`config.mk`:
```
export PLATFORM = sky130hd
export DESIGN_NAME = e_muldiv_unit_flat
export DESIGN_NICKNAME = d
export VERILOG_FILES = /design/src/rtl/muldiv_pkg.sv /design/src/rtl/e_muldiv_unit_if.sv /design/src/rtl/muldiv_step.sv /design/src/rtl/e_muldiv_unit.sv /design/src/flat_wrapper.sv
export SDC_FILE = /design/constraint.sdc
export NUM_CORES = 1
export LEC_CHECK = 0
export BUFFER_PORTS_ARGS = -buffer_cell sky130_fd_sc_hd__clkbuf_2
export CORE_MARGIN = 2
export CORE_UTILIZATION = 44
export CTS_BUF_LIST = sky130_fd_sc_hd__clkbuf_8 sky130_fd_sc_hd__clkbuf_16
export CTS_CLUSTER_DIAMETER = 200
export DETAILED_ROUTE_END_ITERATION = 8
export PLACE_DENSITY = 0.68
export SYNTH_ARGS = -nofsm -noshare
export SYNTH_HDL_FRONTEND = slang
export SYNTH_SLANG_ARGS = --single-unit
```
`constraint.sdc`:
```
create_clock -name clk -period 6.9 [get_ports clk]
set_input_delay 0.345 -clock clk [delete_from_list [all_inputs] [get_ports clk]]
set_output_delay 0.345 -clock clk [all_outputs]
set_load 0.01 [all_outputs]
```
`src/rtl/muldiv_pkg.sv`:
```
// ============================================================================
// Module      : muldiv_pkg
// Description : Shared constants and state encoding for the RV32M unit.
// Revision    : 1.0 - initial release
// ============================================================================
`default_nettype none

package muldiv_pkg;

  localparam logic [2:0] F3_MUL    = 3'b000;
  localparam logic [2:0] F3_MULH   = 3'b001;
  localparam logic [2:0] F3_MULHSU = 3'b010;
  localparam logic [2:0] F3_MULHU  = 3'b011;
  localparam logic [2:0] F3_DIV    = 3'b100;
  localparam logic [2:0] F3_DIVU   = 3'b101;
  localparam logic [2:0] F3_REM    = 3'b110;
  localparam logic [2:0] F3_REMU   = 3'b111;

  typedef enum logic [1:0] {
    IDLE = 2'd0,
    CALC = 2'd1,
    DONE = 2'd2
  } md_state_t;

  localparam logic [31:0] DIV0_Q = 32'hFFFF_FFFF;
  localparam logic [31:0] OVF_Q  = 32'h8000_0000;

  localparam int MD_ITER = 32;

  // rs1 is treated as signed by MULH, MULHSU, DIV and REM
  function automatic logic src1_signed(input logic [2:0] f3);
    return (f3 == F3_MULH) || (f3 == F3_MULHSU) || (f3 == F3_DIV) || (f3 == F3_REM);
  endfunction

  function automatic logic src2_signed(input logic [2:0] f3);
    return (f3 == F3_MULH) || (f3 == F3_DIV) || (f3 == F3_REM);
  endfunction

endpackage

`default_nettype wire

```
`src/rtl/e_muldiv_unit_if.sv`:
```
// ============================================================================
// Module      : e_muldiv_unit_if
// Description : Request/response bundle between the E stage and the M unit.
// Revision    : 1.0 - initial release
// ============================================================================
`default_nettype none

interface e_muldiv_unit_if #(
  parameter int XLEN = 32
);

  logic            flush;
  logic            start;
  logic [2:0]      func3;
  logic [XLEN-1:0] src1;
  logic [XLEN-1:0] src2;
  logic [4:0]      rd_index;
  logic            stall;
  logic            done;
  logic [XLEN-1:0] result;
  logic [4:0]      rd_index_out;

  modport master (
    output flush, start, func3, src1, src2, rd_index,
    input  stall, done, result, rd_index_out
  );

  modport slave (
    input  flush, start, func3, src1, src2, rd_index,
    output stall, done, result, rd_index_out
  );

endinterface

`default_nettype wire

```
`src/rtl/muldiv_step.sv`:
```
// ============================================================================
// Module      : muldiv_step
// Description : One combinational iteration of shift-add multiply and
//               restoring divide.
// Revision    : 1.0 - initial release
// ============================================================================
`default_nettype none

module muldiv_step #(
  parameter int XLEN = 32
) (
  input  logic [2*XLEN-1:0] acc,
  input  logic [XLEN-1:0]   mcand,
  output logic [2*XLEN-1:0] acc_next,
  input  logic [XLEN-1:0]   rem,
  input  logic [XLEN-1:0]   quot,
  input  logic [XLEN-1:0]   divisor,
  output logic [XLEN-1:0]   rem_next,
  output logic [XLEN-1:0]   quot_next
);

  logic [XLEN:0] sum;
  logic [XLEN:0] shifted;
  logic [XLEN:0] diff;

  always_comb begin
    // Multiplier bits sit in the low half and are consumed LSB first
    sum      = {1'b0, acc[2*XLEN-1:XLEN]} + (acc[0] ? {1'b0, mcand} : '0);
    acc_next = {sum, acc[XLEN-1:1]};

    shifted = {rem, quot[XLEN-1]};
    diff    = shifted - {1'b0, divisor};
    if (!diff[XLEN]) begin
      rem_next  = diff[XLEN-1:0];
      quot_next = {quot[XLEN-2:0], 1'b1};
    end else begin
      // Restored remainder is below the divisor, so its top bit is zero
      rem_next  = shifted[XLEN-1:0];
      quot_next = {quot[XLEN-2:0], 1'b0};
    end
  end

endmodule

`default_nettype wire

```
`src/rtl/e_muldiv_unit.sv`:
```
// ============================================================================
// Module      : e_muldiv_unit
// Description : Iterative RV32M multiply/divide unit in the execute stage.
//               Optional macro MULDIV_FAST_MUL_EN: single-cycle multiplies.
// Revision    : 1.0 - initial release
// ============================================================================
`default_nettype none

module e_muldiv_unit
  import muldiv_pkg::*;
#(
  parameter int XLEN  = 32,
  parameter int CNT_W = 5
) (
  input  logic             clk,
  input  logic             rst,
  e_muldiv_unit_if.slave   bus
);

  md_state_t state;
  md_state_t state_next;

  logic [CNT_W-1:0]  cnt;
  logic [2:0]        f3_q;
  logic [4:0]        rd_q;
  logic              neg_a;
  logic              neg_b;
  logic [2*XLEN-1:0] acc;
  logic [XLEN-1:0]   opb;
  logic [XLEN-1:0]   rem;
  logic [XLEN-1:0]   quot;
  logic [XLEN-1:0]   result_q;
  logic [4:0]        rd_out_q;
  logic              done_q;
  logic              stall_c;

  logic              is_div;
  logic              s1;
  logic              s2;
  logic [XLEN-1:0]   mag_a;
  logic [XLEN-1:0]   mag_b;
  logic              div_zero;
  logic              div_ovf;
  logic              special;
  logic [XLEN-1:0]   special_res;
  logic              fast_go;
  logic [XLEN-1:0]   fast_res;
  logic              last_iter;

  logic [2*XLEN-1:0] acc_next;
  logic [XLEN-1:0]   rem_next;
  logic [XLEN-1:0]   quot_next;
  logic [2*XLEN-1:0] prod_fix;
  logic [XLEN-1:0]   quot_fix;
  logic [XLEN-1:0]   rem_fix;
  logic [XLEN-1:0]   calc_res;

  // Operand decode for the instruction sitting in E
  assign is_div   = bus.func3[2];
  assign s1       = src1_signed(bus.func3) & bus.src1[XLEN-1];
  assign s2       = src2_signed(bus.func3) & bus.src2[XLEN-1];
  assign mag_a    = s1 ? -bus.src1 : bus.src1;
  assign mag_b    = s2 ? -bus.src2 : bus.src2;
  assign div_zero = is_div && (bus.src2 == '0);
  assign div_ovf  = ((bus.func3 == F3_DIV) || (bus.func3 == F3_REM)) &&
                    (bus.src1 == OVF_Q) && (bus.src2 == '1);
  assign special  = div_zero | div_ovf;

  // func3[1] separates REM* from DIV*
  assign special_res = div_zero ? (bus.func3[1] ? bus.src1 : DIV0_Q)
                                : (bus.func3[1] ? '0       : OVF_Q);

`ifdef MULDIV_FAST_MUL_EN
  logic signed [2*XLEN+1:0] fast_prod;
  assign fast_prod = $signed({s1, bus.src1}) * $signed({s2, bus.src2});
  assign fast_go   = ~is_div;
  assign fast_res  = (bus.func3 == F3_MUL) ? fast_prod[XLEN-1:0]
                                           : fast_prod[2*XLEN-1:XLEN];
`else
  assign fast_go  = 1'b0;
  assign fast_res = '0;
`endif

  assign last_iter = (cnt == CNT_W'(MD_ITER - 1));

  muldiv_step #(
    .XLEN (XLEN)
  ) u_step (
    .acc       (acc),
    .mcand     (opb),
    .acc_next  (acc_next),
    .rem       (rem),
    .quot      (quot),
    .divisor   (opb),
    .rem_next  (rem_next),
    .quot_next (quot_next)
  );

  // Sign fix and selection of the final iteration's outputs
  always_comb begin
    prod_fix = (neg_a ^ neg_b) ? -acc_next  : acc_next;
    quot_fix = (neg_a ^ neg_b) ? -quot_next : quot_next;
    rem_fix  = neg_a ? -rem_next : rem_next;
    case (f3_q)
      F3_MUL:                       calc_res = prod_fix[XLEN-1:0];
      F3_MULH, F3_MULHSU, F3_MULHU: calc_res = prod_fix[2*XLEN-1:XLEN];
      F3_DIV, F3_DIVU:              calc_res = quot_fix;
      default:                      calc_res = rem_fix;
    endcase
  end

  // State register
  always_ff @(negedge clk) begin
    if (!rst) begin
      state <= IDLE;
    end else begin
      state <= state_next;
    end
  end

  // Next-state logic; flush overrides everything
  always_comb begin
    state_next = state;
    case (state)
      IDLE: begin
        if (bus.start) begin
          state_next = (special || fast_go) ? DONE : CALC;
        end
      end
      CALC: begin
        if (last_iter) begin
          state_next = DONE;
        end
      end
      DONE:    state_next = IDLE;
      default: state_next = IDLE;
    endcase
    if (bus.flush) begin
      state_next = IDLE;
    end
  end

  // Output logic
  always_comb begin
    stall_c = ((state == IDLE) && bus.start && !bus.flush) || (state == CALC);
  end

  // Datapath registers
  always_ff @(negedge clk) begin
    if (!rst) begin
      cnt      <= '0;
      f3_q     <= '0;
      rd_q     <= '0;
      neg_a    <= 1'b0;
      neg_b    <= 1'b0;
      acc      <= '0;
      opb      <= '0;
      rem      <= '0;
      quot     <= '0;
      result_q <= '0;
      rd_out_q <= '0;
      done_q   <= 1'b0;
    end else begin
      done_q <= 1'b0;
      case (state)
        IDLE: begin
          if (bus.start && !bus.flush) begin
            f3_q  <= bus.func3;
            rd_q  <= bus.rd_index;
            neg_a <= s1;
            neg_b <= s2;
            cnt   <= '0;
            acc   <= {{XLEN{1'b0}}, mag_a};
            opb   <= mag_b;
            rem   <= '0;
            quot  <= mag_a;
            if (special || fast_go) begin
              result_q <= special ? special_res : fast_res;
              rd_out_q <= bus.rd_index;
              done_q   <= 1'b1;
            end
          end
        end
        CALC: begin
          if (!bus.flush) begin
            acc  <= acc_next;
            rem  <= rem_next;
            quot <= quot_next;
            cnt  <= cnt + CNT_W'(1);
            if (last_iter) begin
              result_q <= calc_res;
              rd_out_q <= rd_q;
              done_q   <= 1'b1;
            end
          end
        end
        default: ;
      endcase
    end
  end

  assign bus.stall        = stall_c;
  assign bus.done         = done_q;
  assign bus.result       = result_q;
  assign bus.rd_index_out = rd_out_q;

endmodule

`default_nettype wire

```
`src/flat_wrapper.sv`:
```
// flat-port wrapper written by rule: the top's interface ports become plain ports
module e_muldiv_unit_flat import muldiv_pkg::*;
#(
  parameter int XLEN  = 32,
  parameter int CNT_W = 5
)
  (clk, rst, bus_flush, bus_start, bus_func3, bus_src1, bus_src2, bus_rd_index, bus_stall, bus_done, bus_result, bus_rd_index_out);
  e_muldiv_unit_if #(.XLEN(XLEN)) bus_i ();
  input  logic clk;
  input  logic rst;
  input wire logic [$bits(bus_i.flush)-1:0] bus_flush;
  input wire logic [$bits(bus_i.start)-1:0] bus_start;
  input wire logic [$bits(bus_i.func3)-1:0] bus_func3;
  input wire logic [$bits(bus_i.src1)-1:0] bus_src1;
  input wire logic [$bits(bus_i.src2)-1:0] bus_src2;
  input wire logic [$bits(bus_i.rd_index)-1:0] bus_rd_index;
  output wire logic [$bits(bus_i.stall)-1:0] bus_stall;
  output wire logic [$bits(bus_i.done)-1:0] bus_done;
  output wire logic [$bits(bus_i.result)-1:0] bus_result;
  output wire logic [$bits(bus_i.rd_index_out)-1:0] bus_rd_index_out;
  assign bus_i.flush = bus_flush;
  assign bus_i.start = bus_start;
  assign bus_i.func3 = bus_func3;
  assign bus_i.src1 = bus_src1;
  assign bus_i.src2 = bus_src2;
  assign bus_i.rd_index = bus_rd_index;
  assign bus_stall = bus_i.stall;
  assign bus_done = bus_i.done;
  assign bus_result = bus_i.result;
  assign bus_rd_index_out = bus_i.rd_index_out;
  e_muldiv_unit #(.XLEN(XLEN), .CNT_W(CNT_W)) u_core (.clk(clk), .rst(rst), .bus(bus_i));
endmodule
```
# Word-level counts from Yosys, hierarchy flattened

Index checks and enable logic that the tools add are counted.

Register bits after elaboration: 215
Input port bits: 76
Logic and storage cells: 112

$add $sub $neg: 8
Equal/unequal tests: 18
Multiplexer cells: 43
Bitwise logic cells: 5
Reduce and logical (&&, ||, !) cells: 25

Operators by type and width:

| kind                                                            | number |
|---|---|
| 32-bit 2-to-1 mux                                               | 17 |
| 64-bit 2-to-1 mux                                               | 3 |
| 32-bit one-hot mux with 2 select lines                          | 3 |
| 32-bit negator                                                  | 4 |
| 64-bit one-hot mux with 2 select lines                          | 1 |
| 32-bit one-hot mux with 3 select lines                          | 1 |
| 32-bit == test, second input constant                           | 2 |
| 64-bit negator                                                  | 1 |
| 32-bit by 33-bit adder with 33-bit output                       | 1 |
| 33-bit by 32-bit subtractor with 33-bit output                  | 1 |
| 32-bit logical NOT                                              | 1 |
| 5-bit 2-to-1 mux                                                | 6 |
| 5-bit one-hot mux with 2 select lines                           | 2 |
| 3-bit == test, second input constant                            | 4 |
| 3-bit by 2-bit == test with 1-bit output, second input constant | 3 |
| 1-bit logical OR                                                | 7 |
| 3-bit by 1-bit == test with 1-bit output, second input constant | 2 |
| 1-bit logical AND                                               | 6 |
| 2-bit 2-to-1 mux                                                | 3 |
| 2-bit inequality test, second input constant                    | 3 |
| 5-bit by 1-bit adder with 5-bit output, second input constant   | 1 |
| 5-bit == test, second input constant                            | 1 |
| 1-bit 2-to-1 mux                                                | 5 |
| 5-bit AND reduction                                             | 1 |
| other kinds (16)                                                | 20 |

# Depth between registers and ports, before layout

Depth after elaboration: 8
Depth in mapped cells: 23
Depth with buffers taken out: 21

# Cells and area by module

A second synthesis with hierarchy kept.

Cells, all modules: 2392
Area total of the unflattened synthesis: 17925.9 µm²

By module, submodules not included:

| module        | instances | cells each | area each (µm²) |
|---|---|---|---|
| e_muldiv_unit | 1         | 1777       | 13555.5 |
| muldiv_step   | 1         | 615        | 4370.4 |

==> impl_metrics.tcl <==
set metrics [dict create \
    peakVddDrop_mv 0.187 \
    drv_cap 0 \
    htree_num_levels 1 \
    layout_common_cells "333 x nor2_1, 290 x inv_1, 215 x dfxtp_1" \
    die_x_um 203 \
    synthesis.nets 2522 \
    setup_tns_ns 0 \
    critPathCaptureType "flip-flop" \
    muxShareOfSynthArea 0.0185 \
    hpwl_um 49800 \
    ys_types 91 \
    maxSlewViolCount 0 \
    start_util 0.449 \
    ys_seq_area_frac 0.246 \
    wl_um 67000 \
    fin_worst_skew_ns 0.0368 \
    drt_pass1_iterations 5 \
    dieArea_um2 41300 \
    p_int_uw 2750 \
    total_power_uw 4340 \
    yosys.area_share.simple 0.231 \
    reg2reg_slack_ns 1.07 \
    synthAdderAreaFrac 0.0539 \
    grt_max_degree 140 \
    hold_path_class "reg2reg" \
    synth_warnings 0 \
    grt_pass1_vias 19400 \
    swShare 0.365 \
    clockBufferDepth 3 \
    switching_power_uw 1580 \
    pre_cts_ws_ns -0.177 \
    synth-xor-area-share 0.104 \
    outcome "completed" \
    die_h_um 203 \
    gp_congestion 0.980 \
    ys_ff_latch 215 \
    cp-start-kind "input port" \
    critPathArrivalTime_ns 3.59 \
    synth_top_family_by_area "compound AO/OA/AOI/OAI gates" \
    ant_nets 0 \
    postCtsSetupBuffers 0 \
    worstMarginPinSlew_ns 1.22 \
    synth-main-ff-cell "dfxtp_1" \
    cts_tree "yes" \
    combPwrFrac 0.195 \
    hold_buffers 0 \
    wire_per_inst_um 21.0 \
    setup-violations-final 0 \
    p_clk_frac 0.491 \
    crit_required_ns 3.93 \
    path_class "in2reg" \
    io_pins 115 \
    syn_avg_cell_area_um2 7.36 \
    slew_headroom 0.178 \
    fin_ws_ns 0.335 \
    vias 19900 \
    numCtsBuffers 28 \
    syn_to_final_growth_pct 18.0 \
    clk_latency_ns 0.64 \
    rsz0062_at_grt "no" \
    track_usage 0.314 \
    drive_above_1_share 0.108 \
    final_common_cell "nor2_1" \
    core_um2 38900 \
    gr-total-overflow 0 \
    async_reset_ff_frac 0 \
    synth_compound_area_frac 0.297 \
    finalHoldViolations 0 \
    power_density_nw_per_um2 210 \
    cts_sinks 215 \
    drc 0 \
    antenna_found_initial 2 \
    cts_resized 0 \
    rows 72 \
    drt_iter0_drc 1870 \
    path_clk_slew_ns 0.04 \
    grt_pass1_wl_um 104000 \
    num-nets-final 2803 \
    fillerInstances 3891 \
    cts_root_buffer "clkbuf_16" \
    synth_area_um2 17500 \
    viasPerCell 6.24 \
    cp_max_fo 3 \
    synth-edff-count 0 \
    p_leak_uw 0.00901 \
    port_buffers 114 \
    p_seq_frac 0.314 \
    syn_inst 2372 \
]
synth_stat cells (all sizes together) (11+ instances only):
cell type	count	share of area
a211oi	42	0.019
a21o	37	0.016
a21oi	213	0.061
a221oi	66	0.035
a22oi	65	0.028
a311oi	15	0.0075
a31oi	19	0.0068
and2	54	0.019
and3	16	0.0057
buf	19	0.0052
clkbuf	132	0.028
dfxtp	215	0.25
ha	72	0.052
inv	72	0.015
mux2i	30	0.017
nand2	187	0.040
nand2b	20	0.0072
nand3	37	0.011
nand4	25	0.0090
nor2	337	0.073
nor2b	11	0.0039
nor3	51	0.016
nor4	30	0.013
o211ai	15	0.0064
o21ai	151	0.043
o21bai	14	0.0060
o221ai	19	0.0095
o31ai	32	0.014
o41ai	20	0.011
or3	28	0.010
or4	14	0.0067
xnor2	101	0.051
xor2	107	0.054
routing by layer:
layer,GRT usage,up-vias,routed length (um)
met1,0.405,9423,28000
met5,0,-,10
li1,-,9263,-
met4,0.152,2,2970
met3,0.0951,189,6920
met2,0.479,1050,29100
power groups by stage:
stage          registers [uW]  logic, uW  clock network (uW)
2_1_floorplan            1340        558                 189
3_3_place_gp             1370        806                 189
3_5_place_dp             1370        816                 189
4_1_cts                  1360        821                2180
5_1_grt                  1360        907                2330
6_report                 1360        846                2130
worst max-delay path, stage by stage:
cell,delay (ns)
clkbuf_2,0.09
or4_1,0.61
nor3_2,0.22
nand2_1,0.18
or3_1,0.54
o221a_4,0.30
nor4_4,0.16
nor2_2,0.12
a221o_1,0.35
a221oi_2,0.18
o311ai_1,0.13
a311oi_1,0.23
a32oi_1,0.13
state kept, by name, indices dropped and copies added, names as in the netlist:
register,flops
u_core.acc,64
u_core.bus.result,32
u_core.opb,32
u_core.quot,32
u_core.rem,32
u_core.bus.rd_index_out,5
u_core.cnt,5
u_core.rd_q,5
u_core.f3_q,3
u_core.state,2
u_core.bus.done,1
u_core.neg_a,1
u_core.neg_b,1
cell families after synthesis:
logic type                 after synthesis
DFF                                    215
xor gates and xnor gates               208
adders and majority gates               74
buffers and inverters                  223
AOI/OAI and AO/OA                      777
and+or+nand+nor                        843
muxes                                   32
worst paths after layout:
path | from | endpoint | cells after the start
worst max-delay path | bus_src1[3] | u_core.bus.result[29]$_SDFFE_NN0P_ | 13
worst max register to register | u_core.opb[19]$_SDFFE_NN0P_ | u_core.bus.result[16]$_SDFFE_NN0P_ | 18
worst min-delay path | u_core.bus.result[13]$_SDFFE_NN0P_ | u_core.bus.result[13]$_SDFFE_NN0P_ | 2
worst min register to register | u_core.bus.result[13]$_SDFFE_NN0P_ | u_core.bus.result[13]$_SDFFE_NN0P_ | 2
cell type report:
| type | count | area [um2] | share of cell area |
|---|---|---|---|
| Clock buffer | 28 | 701 | 0.0340 |
| Sequential cell | 215 | 4300 | 0.209 |
| Tap cell | 518 | 648 | 0.0314 |
| Multi-Input combinational cell | 1934 | 12400 | 0.601 |
| Antenna cell | 1 | 2.50 | 0.000121 |
| Inverter | 71 | 274 | 0.0133 |
| Timing Repair Buffer | 188 | 1190 | 0.0577 |
| Clock inverter | 236 | 1110 | 0.0539 |
stage by stage:
step | area [um2] | hold slack (ns) | std cells | utilization
after global routing | 20600 | 0.473 | 3190 | 0.530
after CTS | 20600 | 0.444 | 3190 | 0.530
after floorplan | 17500 | 0.437 | 2372 | -
after global placement | 18800 | 0.432 | 2927 | 0.483
final | 20600 | 0.444 | 3191 | 0.530
after detailed placement | 18800 | 0.436 | 2927 | 0.483
No activity file was read; power rests on OpenSTA's default activity.
